==> config.mk <==
export PLATFORM = sky130hd
export DESIGN_NAME = fetch_unit
export DESIGN_NICKNAME = d
export VERILOG_FILES = /design/src/rtl/fetch_unit.sv
export SDC_FILE = /design/constraint.sdc
export NUM_CORES = 1
export LEC_CHECK = 0
export ABC_AREA = 0
export CORE_ASPECT_RATIO = 1.1
export CORE_MARGIN = 4
export CORE_UTILIZATION = 53
export DETAILED_ROUTE_END_ITERATION = 16
export PLACE_DENSITY = 0.79
export SYNTH_ARGS = -nofsm -noshare
export SYNTH_HDL_FRONTEND = slang
export SYNTH_SLANG_ARGS = --single-unit
==> constraint.sdc <==
create_clock -name clk -period 5.3 [get_ports clk]
set_input_delay 1.06 -clock clk [delete_from_list [all_inputs] [get_ports clk]]
set_output_delay 1.06 -clock clk [all_outputs]
set_load 0.03 [all_outputs]
==> src/rtl/fetch_unit.sv <==
// Instruction fetch stage: owns the PC, issues in-order imem requests,
// buffers returned words with their PC and hands {instr, pc} to decode.
module fetch_unit #(
    parameter logic [31:0] RESET_PC   = 32'h0000_0000,
    parameter int          FIFO_DEPTH = 2
) (
    input  logic        clk,
    input  logic        rst,
    output logic        imem_req_valid,
    input  logic        imem_req_ready,
    output logic [31:0] imem_req_addr,
    input  logic        imem_rsp_valid,
    input  logic [31:0] imem_rsp_data,
    input  logic        redirect_valid,
    input  logic [31:0] redirect_pc,
    output logic        out_valid,
    input  logic        out_ready,
    output logic [31:0] out_instr,
    output logic [31:0] out_pc
);

    localparam int PW = $clog2(FIFO_DEPTH);
    localparam int CW = $clog2(FIFO_DEPTH + 1);
    localparam logic [31:0] NOP = 32'h0000_0013;
    localparam logic [CW:0] LIMIT = (CW + 1)'(FIFO_DEPTH);

    logic [31:0]   fetch_pc;

    logic [31:0]   pcq [FIFO_DEPTH];
    logic [PW-1:0] pcq_wr;
    logic [PW-1:0] pcq_rd;
    logic [CW-1:0] outstanding;

    logic [31:0]   buf_instr [FIFO_DEPTH];
    logic [31:0]   buf_pc    [FIFO_DEPTH];
    logic [PW-1:0] buf_wr;
    logic [PW-1:0] buf_rd;
    logic [CW-1:0] buf_count;

    logic [CW-1:0] drop_cnt;

    logic [CW:0]   used;
    logic          has_credit;
    logic          req_fire;
    logic          rsp_take;
    logic          rsp_drop;
    logic          buf_push;
    logic          buf_pop;

    // Credit counts words in flight plus words buffered; a pop this
    // cycle does not free a slot until the next cycle.
    assign used       = {1'b0, outstanding} + {1'b0, buf_count};
    assign has_credit = used < LIMIT;

    assign imem_req_valid = !rst && !redirect_valid && has_credit;
    assign imem_req_addr  = fetch_pc;
    assign req_fire       = imem_req_valid && imem_req_ready;

    // A response with nothing outstanding is spurious and ignored.
    assign rsp_take = imem_rsp_valid && (outstanding != '0);
    assign rsp_drop = drop_cnt != '0;
    assign buf_push = rsp_take && !rsp_drop && !redirect_valid;

    assign out_valid = !rst && (buf_count != '0);
    assign buf_pop   = out_valid && out_ready && !redirect_valid;
    assign out_instr = out_valid ? buf_instr[buf_rd] : NOP;
    assign out_pc    = out_valid ? buf_pc[buf_rd] : 32'h0;

    // Fetch PC: restart on redirect, otherwise advance on each accepted request.
    always_ff @(posedge clk) begin
        if (rst) begin
            fetch_pc <= RESET_PC;
        end else if (redirect_valid) begin
            fetch_pc <= redirect_pc & ~32'h3;
        end else if (req_fire) begin
            fetch_pc <= fetch_pc + 32'd4;
        end
    end

    // In-flight PC queue pointers and outstanding-request count.
    always_ff @(posedge clk) begin
        if (rst) begin
            pcq_wr      <= '0;
            pcq_rd      <= '0;
            outstanding <= '0;
        end else begin
            if (req_fire) begin
                pcq_wr <= pcq_wr + 1'b1;
            end
            if (rsp_take) begin
                pcq_rd <= pcq_rd + 1'b1;
            end
            outstanding <= outstanding + CW'(req_fire) - CW'(rsp_take);
        end
    end

    // In-flight PC storage: remember the address of every accepted request.
    always_ff @(posedge clk) begin
        if (req_fire) begin
            pcq[pcq_wr] <= fetch_pc;
        end
    end

    // Stale-response counter: everything still in flight at a redirect is discarded.
    always_ff @(posedge clk) begin
        if (rst) begin
            drop_cnt <= '0;
        end else if (redirect_valid) begin
            drop_cnt <= outstanding - CW'(rsp_take);
        end else if (rsp_take && rsp_drop) begin
            drop_cnt <= drop_cnt - 1'b1;
        end
    end

    // Instruction buffer control: flush on redirect, else push/pop.
    always_ff @(posedge clk) begin
        if (rst || redirect_valid) begin
            buf_wr    <= '0;
            buf_rd    <= '0;
            buf_count <= '0;
        end else begin
            if (buf_push) begin
                buf_wr <= buf_wr + 1'b1;
            end
            if (buf_pop) begin
                buf_rd <= buf_rd + 1'b1;
            end
            buf_count <= buf_count + CW'(buf_push) - CW'(buf_pop);
        end
    end

    // Instruction buffer storage: pair each returned word with its request PC.
    always_ff @(posedge clk) begin
        if (buf_push) begin
            buf_instr[buf_wr] <= imem_rsp_data;
            buf_pc[buf_wr]    <= pcq[pcq_rd];
        end
    end

endmodule

Yosys cells after proc, flatten, opt, wreduce, memory -nomap -nowiden
Memory sizes are Yosys's and may differ from the RTL's. A register that Yosys moved wholly into a read port is not among the register bits.
Cells that the tools add are included.
{"block": "word_totals", "register_bits": 42, "ram_bits": 192, "input_bits": 70, "output_inout_bits": 98, "elab_cells": 61, "memories": 3}
{"memory": "buf_instr", "depth": 2, "width": 32, "read_ports": 1, "rd_clocked_by_memory_dff": 1, "write_ports": 1, "line_no": "34", "source": "logic [31:0] buf_instr [FIFO_DEPTH];"}
{"memory": "buf_pc", "depth": 2, "width": 32, "read_ports": 1, "rd_clocked_by_memory_dff": 1, "write_ports": 1, "line_no": "35", "source": "logic [31:0] buf_pc [FIFO_DEPTH];"}
{"memory": "pcq", "depth": 2, "width": 32, "read_ports": 1, "rd_clocked_by_memory_dff": 1, "write_ports": 1, "line_no": "29", "source": "logic [31:0] pcq [FIFO_DEPTH];"}
{"block": "op_classes", "add_sub_neg": 12, "n_lt_le_gt_ge": 1, "n_mux": 16, "n_reduce_logical": 20}
{"op": "32-bit two-way mux", "count": 4}
{"op": "32-bit by 3-bit adder with 32-bit output, second input constant", "count": 1}
{"op": "1-bit logical AND", "count": 10}
{"op": "1-bit two-way mux", "count": 10}
{"op": "2-bit nonzero test", "count": 5}
{"op": "2-bit by 1-bit subtractor with 2-bit output", "count": 3}
{"op": "1-bit adder, second input constant", "count": 4}
{"op": "2-bit by 1-bit adder with 2-bit output", "count": 2}
{"op": "2-bit two-way mux", "count": 2}
{"op": "2-bit by 2-bit adder with 3-bit output", "count": 1}
{"op": "1-bit zero test", "count": 3}
{"op": "3-bit by 2-bit less-than comparator with 1-bit output, second input constant", "count": 1}
{"op": "2-bit OR reduction", "count": 1}
{"op": "2-bit by 1-bit subtractor with 2-bit output, second input constant", "count": 1}
{"op": "1-bit logical OR", "count": 1}

Longest topological paths before layout
Gate-level depths: netlist (run 1).
{"block": "logic_depth", "depth_word": 6, "mapped_depth": 11, "mapped_depth_nobuf": 10}

Least setup slack after synthesis (run 1)
Ideal clock, no wire load.
{"block": "synth_path", "path_kind": "input -> register", "from": "input port redirect_valid", "to": "memory buf_instr[0][0] (enable)", "setup_time_ps": 482, "arrival_time_ps": 4255, "t_required_ps": 4818, "setup_slack_ps": 563, "path_stages": 4, "n_path_buf": 1, "cell_sequence": "clkbuf_1 > nor3b_1 > inv_1 > nor2_1"}
{"block": "synth_via", "elab_chain_len": 4}
{"element": "start, declared", "line_no": "14", "source": "input logic redirect_valid,"}
{"element": "1-bit zero test", "line_no": "62", "source": "assign buf_push = rsp_take && !rsp_drop && !redirect_valid;"}
{"element": "1-bit logical AND", "line_no": "62"}
{"element": "1-bit two-way mux", "line_no": "134", "source": "if (buf_push) begin"}
{"element": "1-bit two-way mux (implied by the code)", "line_no": "135", "source": "buf_instr[buf_wr] <= imem_rsp_data;"}
{"element": "end, declared", "line_no": "34"}
Every way passes these cells.

Final worst setup path (run 1)
{"block": "layout_path", "from": "input port rst", "to": "output port out_valid"}
{"block": "layout_via", "elab_chain_len": 2}
{"element": "start, declared", "line_no": "8", "source": "input logic rst,"}
{"element": "1-bit zero test", "line_no": "64", "source": "assign out_valid = !rst && (buf_count != '0);"}
{"element": "1-bit logical AND", "line_no": "64"}
{"element": "end, declared", "line_no": "16", "source": "output logic out_valid,"}
Every way passes these cells.

==> results by stage, run 1 <==
Die:
- The floorplan row count is 50.
- The height of the die is 147 um.
- The horizontal die dimension is 135 um.
- The area of the die is approximately 20000 um2.
- During I/O placement, the number of pins put on the boundary was about 170.
- The initial standard-cell utilization of the core is 54.4%.
- The core region is 17100 um2.

Timing:
- The number of hold violations in the final report was 0.
- Setup repair after global routing left no endpoint under its margin.
- The final number of setup-violating endpoints is 0.
- After layout, the worst setup slack is 932 ps.
- For the final database, setup skew stands at between 10 and 15 ps.
- The highest clock frequency the design can meet is 229 MHz.
- The headroom to the max-slew limit is 21.7%.
- The final-layout setup total negative slack is 0 ps.
- The post-route minimum period is 4370 ps.
- The worst path uses 82.4% of the clock period.
- At the pin with the least slew margin, the transition time is 1170 ps.
- The number of max-slew violations in the final report is 0.
- The worst hold margin is 510 ps.

Yosys:
- Synthesis inferred 226 register bits.
- The count of warnings emitted by yosys is 0.
- Synthesis instantiated 62 different standard cells from the library.
- By area the synthesized netlist is led by sky130_fd_sc_hd__edfxtp_1 59%, sky130_fd_sc_hd__dfxtp_1 9.0%, sky130_fd_sc_hd__mux2i_1 6.8%.
- The synthesized netlist occupies a cell area of a little over 9000 um2.
- The sequential-to-total area share from yosys stat is 68.2%.
- Counting flops with an async set or reset pin after synthesis yields a share of 0%.
- The simple-gate portion of the synthesized area is 11.3%.
- The post-synthesis cell type with the largest combined area is sky130_fd_sc_hd__edfxtp_1.
- The adder-cell share of the synthesized area is 1.15%.
- Among all cell types in the netlist, the one instantiated most often is sky130_fd_sc_hd__edfxtp_1.
- The area fraction of the dominant cell type after synthesis is 59.2%.
- A synthesized cell averages 14.1 um2.
- In the synthesized netlist the dominant register cell turns out to be sky130_fd_sc_hd__edfxtp_1.
- In the synthesized netlist, the number of instances is roughly 660.
- The dominant combinational cell family by area after synthesis is simple AND/OR/NAND/NOR gates.
- The commonest cells after synthesis are 184 x sky130_fd_sc_hd__edfxtp_1, 97 x sky130_fd_sc_hd__nor2_1, 63 x sky130_fd_sc_hd__mux2i_1, 42 x sky130_fd_sc_hd__dfxtp_1.
- Multiplexer cells account for 10.4% of the synthesized area.
- The synthesized netlist devotes 1.69% of its cell area to XOR and XNOR gates.
- The synthesized netlist devotes 4.77% of its cell area to compound gates.
- In this run, synthesis inferred 184 flip-flops with an integrated enable.

Layout:
- The register area is between 6000 and 7000 um2.
- The area of all placed cells without fillers is 11800 um2.
- 0 antenna diodes ended up in the layout.
- In the final layout, the share of cells above drive strength 1 is about an eighth.
- The area of the multi-input gates is 2760 um2.
- The count of fill cells added during filler insertion is 1202.
- The number of cells in the finished layout apart from fillers is 1075.
- The net total in the final layout is 903.
- From synthesis to final layout, the design area changed by 26.8%.
- At the end of the flow the core is filled with cells to roughly 70%.

Detailed routing:
- The wire length reported by the detailed router is between 15000 and 20000 um.
- The count of nets left with antenna violations once routing finished came out at 0.
- The total DRC errors in the routed layout is 0.
- The first TritonRoute pass finished after 5 iterations.
- After detailed routing, the average wire length per cell comes to 18.4 um.
- The detailed router finished its first iteration with 373 violations.
- The detailed router placed 5988 vias in this run.
- The ratio of routed vias to standard cells is 5.57.

Placed design:
- The placement-stage cell area is 11200 um2.
- During placement, the flow inserted port buffers numbering 161.
- The total instance count after detailed placement is 1035.
- The final RePlAce weighted congestion is between 0.9 and 1.
- At the placement stage, the worst setup path has a slack of 860 ps.
- The wire-length estimate of the detail-placed layout is 13300 um.

Global routing:
- The pin count of the biggest net entering global routing is 55.
- The global-route usage over all layers is 20.0%.
- The total congestion overflow is 0.
- The wire length of the first global-routing pass is 32000 um.
- The number of global-route vias before repair is 6087.
- The number of antenna violations at the first check in global routing is 0.

Power:
- The total chip power is 4.11 mW.
- VDD sags by at most 0.000231 V.
- Power spread over the standard cell area amounts to 348 nW/um2.
- Summed over all cells, the static leakage comes to 3.86 nW.

Clocking:
- The CTS tree is done.
- Hold repair after CTS inserted 0 buffers.
- The number of cells upsized or downsized after cts is 0.
- The number of setup buffers added after CTS is 0.
- The number of CTS-inserted buffers is 22.
- The clock slew seen by the registers of the worst setup and hold paths is 60 ps.
- The root cell of the clock tree is sky130_fd_sc_hd__clkbuf_16.
- The number of buffers between clock root and the deepest sink is 3.
- The clock reaches the later pin of the worst-skew pair after 490 ps.
- The number of sinks handled by clock tree synthesis is between 200 and 250.
- In this run the number of H-tree levels came out at 1.

Run:
- The tool flagged a number of max-cap violations equal to 0.

Setup path:
- By instance count, the cell type seen most on the critical path is sky130_fd_sc_hd__clkdlybuf4s50_1.
- The critical path goes through clkdlybuf4s50_1, or2_2, inv_1, clkdlybuf4s50_1.
- The worst-path cell with the longest stage delay is sky130_fd_sc_hd__or2_2.
- The classification of the worst setup path is primary input to output port.
- The largest single stage delay on the critical path is roughly 860 ps.
- STA classifies the critical path endpoint as an output port.
- The maximum fanout count along the critical path is 54.
- For the worst setup path, the data required time is 4240 ps.
- The arrival time of the worst setup path is 3310 ps.
- The critical path contains buffers and inverters numbering 3 combined.
- The dominant delay contributor by cell family on the critical path is buffers and inverters.
- The startpoint type of the worst setup path is a primary input.

Worst hold path:
- The worst hold-check path type is register to register.

Run status:
- The run finished with clean final reports.
-- area by class of cell --
type,count,share of cell area [%]
timing repair buffer,174,14.2
clock inverter,5,0.233
multi-input combinational,384,23.3
clock buffer,35,5.42
tap,234,2.48
sequential,226,53.9
inverter,17,0.540
-- cell families (layout without fill, tap and decap cells) --
group                    Yosys count  count (layout)
AND/OR/NAND/NOR                  204             204
other                              1               4
adder cells (fa/ha/maj)            8               8
multiplexers                      93              93
buffers and inverters             55             231
AO/OA/AOI/OAI                     57              57
XOR/XNOR                          18              18
flip-flops                       226             226
-- power by group --
group | leakage (nW) | internal (mW) | total, mW | switching [mW]
Clock | 0.325 | 0.830 | 1.42 | 0.593
Sequential | 2.02 | 2.06 | 2.13 | 0.0689
Combinational | 1.51 | 0.249 | 0.559 | 0.311
Total | 3.86 | 3.14 | 4.11 | 0.973
-- metal layers --
layer | share of wire (%) | vias up | wire length (um) | track usage (%)
li1 | - | 2828 | - | -
met1 | 41 | 2881 | 8120 | 25.8
met2 | 51 | 240 | 10100 | 35.3
met3 | 5.5 | 39 | 1080 | 2.57
met4 | 2.5 | 0 | 499 | 6.36
met5 | 0 | - | 0 | 0
-- worst paths after layout --
kind | startpoint | slack [ps] | cells after the start | end
max | rst | 930 | 4 | out_valid
min | pcq_rd | 510 | 2 | pcq_rd
max reg2reg | outstanding[0] | 1990 | 7 | pcq[0][2]
min reg2reg | pcq_rd | 510 | 2 | pcq_rd
-- worst min-delay path, cell delays in order (launching register included) --
cell,delay (ps)
sky130_fd_sc_hd__dfxtp_1,330
sky130_fd_sc_hd__xor2_1,80
sky130_fd_sc_hd__nor2_1,70
-- cell usage in the layout, fill, tap and decap left out, types with 10 or more instances in the layout --
cell type	netlist	final
sky130_fd_sc_hd__a211oi_1	11	11
sky130_fd_sc_hd__mux2_2	30	30
sky130_fd_sc_hd__inv_1	17	17
sky130_fd_sc_hd__dfxtp_1	42	41
sky130_fd_sc_hd__clkbuf_1	30	10
sky130_fd_sc_hd__nand3_1	10	10
sky130_fd_sc_hd__edfxtp_1	184	184
sky130_fd_sc_hd__mux2i_1	63	63
sky130_fd_sc_hd__nor2_1	97	95
sky130_fd_sc_hd__a311oi_1	11	11
sky130_fd_sc_hd__nand2_1	21	21
sky130_fd_sc_hd__nand4_1	12	12
sky130_fd_sc_hd__clkdlybuf4s50_1	0	148
sky130_fd_sc_hd__xnor2_1	10	10
sky130_fd_sc_hd__buf_4	4	26
sky130_fd_sc_hd__clkbuf_16	0	23
-- sequential cells by signal (all words and copies together), names as in the netlist, named ones only --
register       cells
buf_instr         64
buf_pc            60
pcq               60
imem_req_addr     30
buf_count          2
drop_cnt           2
outstanding        2
buf_rd             1
buf_wr             1
pcq_rd             1
pcq_wr             1
Note: power is estimated with default switching activity, not from simulation.
==> inputs of run 2 (changes only) <==
--- a/config.mk
+++ b/config.mk
@@ -8,9 +8,9 @@
 export ABC_AREA = 0
 export CORE_ASPECT_RATIO = 1.1
 export CORE_MARGIN = 4
-export CORE_UTILIZATION = 53
+export CORE_UTILIZATION = 47
 export DETAILED_ROUTE_END_ITERATION = 16
-export PLACE_DENSITY = 0.79
+export PLACE_DENSITY = 0.75
 export SYNTH_ARGS = -nofsm -noshare
 export SYNTH_HDL_FRONTEND = slang
 export SYNTH_SLANG_ARGS = --single-unit
==> constraint.sdc (replaced) <==
create_clock -name clk -period 3.95 [get_ports clk]
set_input_delay 0.79 -clock clk [delete_from_list [all_inputs] [get_ports clk]]
set_output_delay 0.79 -clock clk [all_outputs]
set_load 0.03 [all_outputs]
==> results by stage, run 2 (synthesis gave the netlist of run 1 again) <==
Run status:
- Outcome: finished, final reports clean (unchanged).

Clocking:
- The number of hold buffers added after cts came to 0 (unchanged).
- The number of sinks handled by clock tree synthesis is 226 (unchanged).
- The clock slew seen by the registers of the worst setup and hold paths is 60 ps (about the same).
- The number of setup buffers added after CTS came to 0 (unchanged).
- The latest clock arrival within the worst-skew pair is 500 ps (was 490 ps).
- The level count of the clock H-tree is 1 (unchanged).
- The CTS tree is done (unchanged).
- The number of CTS-inserted buffers is 22 (unchanged).
- The number of cells upsized or downsized after cts is 0 (unchanged).
- The number of buffers between clock root and the deepest sink is 3 (unchanged).
- The root cell of the clock tree is sky130_fd_sc_hd__clkbuf_16 (unchanged).

Setup path:
- The arrival time of the worst setup path came to 2760 ps (was 3310 ps).
- Ordered cell list for the critical path: clkdlybuf4s50_1, or2_2, buf_4, nor2_1, clkdlybuf4s50_1 (was clkdlybuf4s50_1, or2_2, inv_1, clkdlybuf4s50_1).
- The register-to-register setup slack is 910 ps (was 1990 ps).
- The cell seen most often among critical-path stages is sky130_fd_sc_hd__clkdlybuf4s50_1 (unchanged).
- The classification of the worst setup path is primary input to output port (unchanged).
- The sort of element at the end of the critical path was an output port (unchanged).
- The worst-path cell with the longest stage delay is sky130_fd_sc_hd__clkdlybuf4s50_1 (was sky130_fd_sc_hd__or2_2).
- The buffering stage count on the worst path with inverters included is 3 (unchanged).
- The worst reg2reg path depth was 7 (unchanged).
- The startpoint type of the worst setup path is a primary input (unchanged).
- The maximum fanout count along the critical path was 50 (was 54).
- The dominant delay contributor by cell family on the critical path is buffers and inverters (unchanged).
- The required arrival time at the worst endpoint was 3160 ps (was 4240 ps).
- The worst flop-to-flop path endpoint is imem_req_addr[13] (was pcq[0][2]).
- The biggest cell delay along the critical path came to 680 ps (was 860 ps).
- The origin of the critical flop-to-flop path was outstanding[0] (unchanged).

Global routing:
- The wire length of the first global-routing pass came to 32200 um (was 32000 um).
- The number of antenna violations at the first check in global routing came to 0 (unchanged).
- The global-route usage over all layers is 18.0% (was 20.0%).
- The total congestion overflow came to 0 (unchanged).
- The pin count of the biggest net entering global routing came to 63 (was 55).
- The number of global-route vias before repair was 6226 (was 6087).

Layout:
- The area added between synthesis and finish came to 28.1% (was 26.8%).
- The diode insertion count for antenna repair is 0 (unchanged).
- The area of all placed cells without fillers is 11900 um2 (was 11800 um2).
- The flip-flop count of the largest register after layout is 64 (unchanged).
- The commonest non-fill, non-tap cell in the layout is sky130_fd_sc_hd__edfxtp_1 (unchanged).
- Largest regs: buf_instr: 64 flops, buf_pc: 60 flops, pcq: 60 flops (unchanged).
- Top library cells by usage in the layout, fill and taps aside: 184 x sky130_fd_sc_hd__edfxtp_1, 137 x sky130_fd_sc_hd__clkdlybuf4s50_1, 95 x sky130_fd_sc_hd__nor2_1 (was 184 x sky130_fd_sc_hd__edfxtp_1, 148 x sky130_fd_sc_hd__clkdlybuf4s50_1, 95 x sky130_fd_sc_hd__nor2_1).
- The net total in the final layout is 904 (was 903).
- The register containing the most flip-flops in the final layout is buf_instr (unchanged).
- The share of cells above drive strength 1 came to 13.5% (was 11.7%).
- The number of cells in the finished layout apart from fillers is 1089 (was 1075).

Die:
- The area of the core is 19300 um2 (was 17100 um2).
- The height of the die is 156 um (was 147 um).
- The floorplan row count is 53 (was 50).
- The top-level port count is 168 (unchanged).
- The area of the die came to 22200 um2 (was 19800 um2).
- The horizontal die dimension was 142 um (was 135 um).
- The initial standard-cell utilization of the core is 48.3% (was 54.4%).

Worst hold path:
- The start point of the worst min-delay path is buf_rd (was pcq_rd).
- The worst hold-check path type is register to register (unchanged).
- The count of cells along the worst hold path is 2 (unchanged).

Placed design:
- The placement-stage cell area was 11200 um2 (about the same).
- The number of buffer cells added on primary ports is 161 (unchanged).
- The total instance count after detailed placement is 1049 (was 1035).
- The final RePlAce weighted congestion is 0.833 (was 0.919).
- The detailed-placement wirelength estimate is 13500 um (was 13300 um).
- The worst setup timing slack at the placement stage is 377 ps (was 860 ps).

Detailed routing:
- The wire length reported by the detailed router is 20400 um (was 19800 um).
- The sum of met2 wire segment lengths after detailed routing is 10300 um (was 10100 um).
- The first-pass iteration count of the detailed router is 5 (unchanged).
- The highest metal layer with signal wires is met4 (unchanged).
- The ratio of routed vias to standard cells was 5.52 (was 5.57).
- The final routed wire length divided by cell count is 18.7 um (was 18.4 um).
- The remaining antenna violation count is 0 (unchanged).
- The routed length on met3 came to 1360 um (was 1080 um).
- The first-iteration detailed-routing DRC count is 396 (was 373).
- The met1 routed wirelength after detailed routing is 8180 um (was 8120 um).
- The total DRC errors in the routed layout is 0 (unchanged).
- The routed via count is 6009 (was 5988).

Timing:
- Unrepaired setup endpoints after global routing: false (unchanged).
- The number of hold violations in the final report is 0 (unchanged).
- The number of max-slew violations in the final report is 0 (unchanged).
- The final number of setup-violating endpoints is 0 (unchanged).
- The worst path uses about nine tenths of the clock period.
- For the finished layout, the period the worst path requires is about 3500 ps.
- The final-layout setup total negative slack is 0 ps (unchanged).
- The final worst slack is 402 ps (was 932 ps).
- The highest clock frequency the design can meet is about 280 MHz.
- The actual transition at the worst max-transition pin is 1270 ps (was 1170 ps).
- The worst-case clock skew was 12.5 ps (was 14.3 ps).
- The headroom to the max-slew limit is 15.2% (was 21.7%).

Power:
- The cell leakage power is 3.94 nW (was 3.86 nW).
- The total chip power is 5.80 mW (was 4.11 mW).
- The total power density per cell area was 485 nW/um2 (was 348 nW/um2).
- The worst supply voltage drop on vdd is 0.000278 V (was 0.000231 V).

Run:
- The max-cap check violation count was 0 (unchanged).
run 2: per-layer routing:
metal / up-vias / GRT usage (%)
met1: 2884 / 22.2
met5: - / 0
met2: 254 / 32.1
met3: 38 / 2.73
li1: 2833 / -
met4: 0 / 6.70
run 2: worst max path at each step:
stage / start / end / slack [ps] / depth (start not counted)
2_1_floorplan: outstanding[0] / pcq[0][10] / 480 / 7
3_3_place_gp: rst / out_valid / 460 / 5
3_5_place_dp: rst / out_instr[28] / 380 / 5
4_1_cts: rst / out_instr[28] / 380 / 5
5_1_grt: rst / out_instr[28] / 320 / 5
6_report: rst / out_instr[8] / 400 / 5
run 2: worst reg2reg max path: stages (launching register included):
cell	delay, ps
sky130_fd_sc_hd__dfxtp_1	340
sky130_fd_sc_hd__and2_1	180
sky130_fd_sc_hd__fa_1	550
sky130_fd_sc_hd__or3b_1	650
sky130_fd_sc_hd__nor2_4	250
sky130_fd_sc_hd__inv_1	180
sky130_fd_sc_hd__or4b_1	550
sky130_fd_sc_hd__a311oi_1	260
run 2: power by group:
group	leakage, nW	switching, mW	internal (mW)
Sequential	2.02	0.133	2.76
Clock	0.378	0.829	1.34
Combinational	1.54	0.390	0.340
Total	3.94	1.35	4.45
run 2: final cells by class:
type,count,area [um2]
flip-flops and latches,226,6370
well taps,247,309
clock inverters,7,114
fillers,1450,7350
repair buffers,175,1680
clock buffers,33,653
inverters,17,63.8
multi-input cells,384,2760
run 2: stage by stage:
stage	hold WS, ps	util [%]
after global routing	520	61.9
after detailed placement	496	57.9
after floorplan	472	-
after CTS	504	61.9
final	506	61.9
after global placement	490	57.9
==> inputs of run 3 (changes only) <==
--- a/config.mk
+++ b/config.mk
@@ -10,7 +10,7 @@
 export CORE_MARGIN = 4
 export CORE_UTILIZATION = 47
 export DETAILED_ROUTE_END_ITERATION = 16
-export PLACE_DENSITY = 0.75
+export PLACE_DENSITY = 0.76
 export SYNTH_ARGS = -nofsm -noshare
 export SYNTH_HDL_FRONTEND = slang
 export SYNTH_SLANG_ARGS = --single-unit
==> results by stage, run 3 (synthesis gave the netlist of run 1 again) <==
Layout:
- The net total in the final layout is 905 (was 904).
- Top library cells by usage in the layout, fill and taps aside: 184 x sky130_fd_sc_hd__edfxtp_1, 138 x sky130_fd_sc_hd__clkdlybuf4s50_1, 95 x sky130_fd_sc_hd__nor2_1 (was 184 x sky130_fd_sc_hd__edfxtp_1, 137 x sky130_fd_sc_hd__clkdlybuf4s50_1, 95 x sky130_fd_sc_hd__nor2_1).
- The flip-flop count of the largest register after layout is 64 (unchanged).
- The commonest non-fill, non-tap cell in the layout is sky130_fd_sc_hd__edfxtp_1 (unchanged).
- The share of cells above drive strength 1 is 13.0% (was 13.5%).
- The register containing the most flip-flops in the final layout is buf_instr (unchanged).
- The area added between synthesis and finish was 27.1% (was 28.1%).
- The diode insertion count for antenna repair is 0 (unchanged).
- The count of fill cells added during filler insertion is 1421 (was 1450).
- Largest regs: buf_instr: 64 flops, buf_pc: 60 flops, pcq: 60 flops (unchanged).

Global routing:
- The global-route usage over all layers is 17.9% (was 18.0%).
- The total congestion overflow is 0 (unchanged).
- The number of antenna violations at the first check in global routing was 0 (unchanged).
- The pin count of the biggest net entering global routing is 63 (unchanged).
- The number of global-route vias before repair is 6218 (was 6226).
- The wire length of the first global-routing pass is 32100 um (was 32200 um).

Power:
- The total power density per cell area is 469 nW/um2 (was 485 nW/um2).
- The total chip power was 5.57 mW (was 5.80 mW).
- The worst supply voltage drop on vdd came to 0.000276 V (was 0.000278 V).
- The cell leakage power is 3.90 nW (was 3.94 nW).

Clocking:
- The root cell of the clock tree was sky130_fd_sc_hd__clkbuf_16 (unchanged).
- The number of buffers between clock root and the deepest sink is 3 (unchanged).
- The number of hold buffers added after cts is 0 (unchanged).
- The number of sinks handled by clock tree synthesis is 226 (unchanged).
- The clock slew seen by the registers of the worst setup and hold paths is 60 ps (about the same).
- The latest clock arrival within the worst-skew pair was 490 ps (was 500 ps).
- The number of CTS-inserted buffers is 23 (was 22).
- The number of setup buffers added after CTS was 0 (unchanged).
- The CTS tree is done (unchanged).
- The number of cells upsized or downsized after cts came to 0 (unchanged).
- The level count of the clock H-tree is 1 (unchanged).

Setup path:
- The worst flop-to-flop path endpoint is imem_req_addr[13] (unchanged).
- The maximum fanout count along the critical path was 51 (was 50).
- The required arrival time at the worst endpoint came to 3160 ps (about the same).
- Ordered cell list for the critical path: clkdlybuf4s50_1, or2_2, buf_4, nor2_1, clkdlybuf4s50_1 (unchanged).
- The arrival time of the worst setup path is 2730 ps (was 2760 ps).
- The register-to-register setup slack is 880 ps (was 910 ps).
- The origin of the critical flop-to-flop path is outstanding[0] (unchanged).
- The startpoint type of the worst setup path is a primary input (unchanged).
- The classification of the worst setup path is primary input to output port (unchanged).
- The worst-path cell with the longest stage delay is sky130_fd_sc_hd__clkdlybuf4s50_1 (unchanged).
- The sort of element at the end of the critical path is an output port (unchanged).
- The biggest cell delay along the critical path is 690 ps (was 680 ps).
- The cell seen most often among critical-path stages is sky130_fd_sc_hd__clkdlybuf4s50_1 (unchanged).
- The worst reg2reg path depth is 7 (unchanged).

Timing:
- Unrepaired setup endpoints after global routing: false (unchanged).
- The number of max-slew violations in the final report is 0 (unchanged).
- The final number of setup-violating endpoints is 0 (unchanged).
- The post-route minimum period is 3520 ps (was 3550 ps).
- The worst-case clock skew is 17.4 ps (was 12.5 ps).
- The headroom to the max-slew limit came to 29.8% (was 15.2%).
- The highest clock frequency the design can meet came to 284 MHz (was 282 MHz).
- The final-layout setup total negative slack is 0 ps (unchanged).
- The actual transition at the worst max-transition pin is 1040 ps (was 1270 ps).
- The final period utilization is 89.0% (was 89.8%).
- The number of hold violations in the final report came to 0 (unchanged).

Worst hold path:
- The count of cells along the worst hold path is 2 (unchanged).
- The start point of the worst min-delay path is pcq_rd (was buf_rd).
- The worst hold-check path type is register to register (unchanged).

Die:
- The floorplan row count was 53 (unchanged).
- The initial standard-cell utilization of the core is 48.3% (unchanged).
- The area of the die was 22200 um2 (unchanged).
- The horizontal die dimension came to 142 um (unchanged).
- The height of the die is 156 um (unchanged).
- The top-level port count is 168 (unchanged).
- The area of the core was 19300 um2 (unchanged).

Detailed routing:
- The routed via count came to 6083 (was 6009).
- The total DRC errors in the routed layout came to 0 (unchanged).
- The remaining antenna violation count is 0 (unchanged).
- The ratio of routed vias to standard cells is 5.58 (was 5.52).
- The final routed wire length divided by cell count is 18.7 um (about the same).
- The first-iteration detailed-routing DRC count is 363 (was 396).
- The first-pass iteration count of the detailed router came to 7 (was 5).
- The wire length reported by the detailed router was 20300 um (was 20400 um).

Placed design:
- The final RePlAce weighted congestion is 0.816 (was 0.833).
- The number of buffer cells added on primary ports came to 161 (unchanged).
- The detailed-placement wirelength estimate is 13400 um (was 13500 um).

Run:
- The max-cap check violation count came to 0 (unchanged).

Run status:
- Outcome: finished, final reports clean (unchanged).
==> run 3: worst max-delay path by stage <==
| stage | startpoint | end | slack [ps] |
|---|---|---|---|
| 6_report | rst | out_instr[25] | 430 |
| 5_1_grt | rst | out_pc[21] | 330 |
| 4_1_cts | rst | out_pc[21] | 410 |
| 3_5_place_dp | rst | out_pc[21] | 410 |
| 3_3_place_gp | rst | out_pc[21] | 440 |
| 2_1_floorplan | outstanding[0] | pcq[0][10] | 480 |
==> run 3: critical path, delay by kind of cell <==
kind / cells / cell delay (ps)
simple gates: 2 / 480
buf+inv: 3 / 1380
==> run 3: per-layer routing <==
| metal | track usage (%) | routed length [um] | share of wire, % |
|---|---|---|---|
| met4 | 7.92 | 786 | 3.9 |
| met2 | 31.1 | 10300 | 50 |
| met3 | 3.03 | 1140 | 5.6 |
| met1 | 22.2 | 8150 | 40 |
| met5 | 0 | 0 | 0 |
==> run 3: area by class of cell <==
type	count	area, um2	share of cell area, %
repair buffers	175	1680	14.2
flip-flops and latches	226	6370	53.7
well taps	247	309	2.61
inverters	17	63.8	0.538
clock buffers	32	639	5.39
multi-input cells	384	2760	23.2
clock inverters	9	40.0	0.338
==> run 3: metrics by stage <==
| step | instances | setup slack (ps) | area (um2) | utilization (%) | hold slack [ps] |
|---|---|---|---|---|---|
| 3_5_place_dp | 1049 | 406 | 11200 | 58.0 | 500 |
| 5_1_grt | 1090 | 333 | 11900 | 61.5 | 557 |
| 4_1_cts | 1090 | 406 | 11900 | 61.5 | 513 |
| 2_1_floorplan | 665 | 476 | 9340 | - | 472 |
| 3_3_place_gp | 1049 | 442 | 11200 | 58.0 | 486 |
| 6_report | 1090 | 435 | 11900 | 61.5 | 512 |
==> run 3: report_power, final <==
group,switching (mW),total (mW),internal (mW)
Clock,0.824,1.95,1.12
Combinational,0.397,0.735,0.338
Sequential,0.123,2.89,2.76
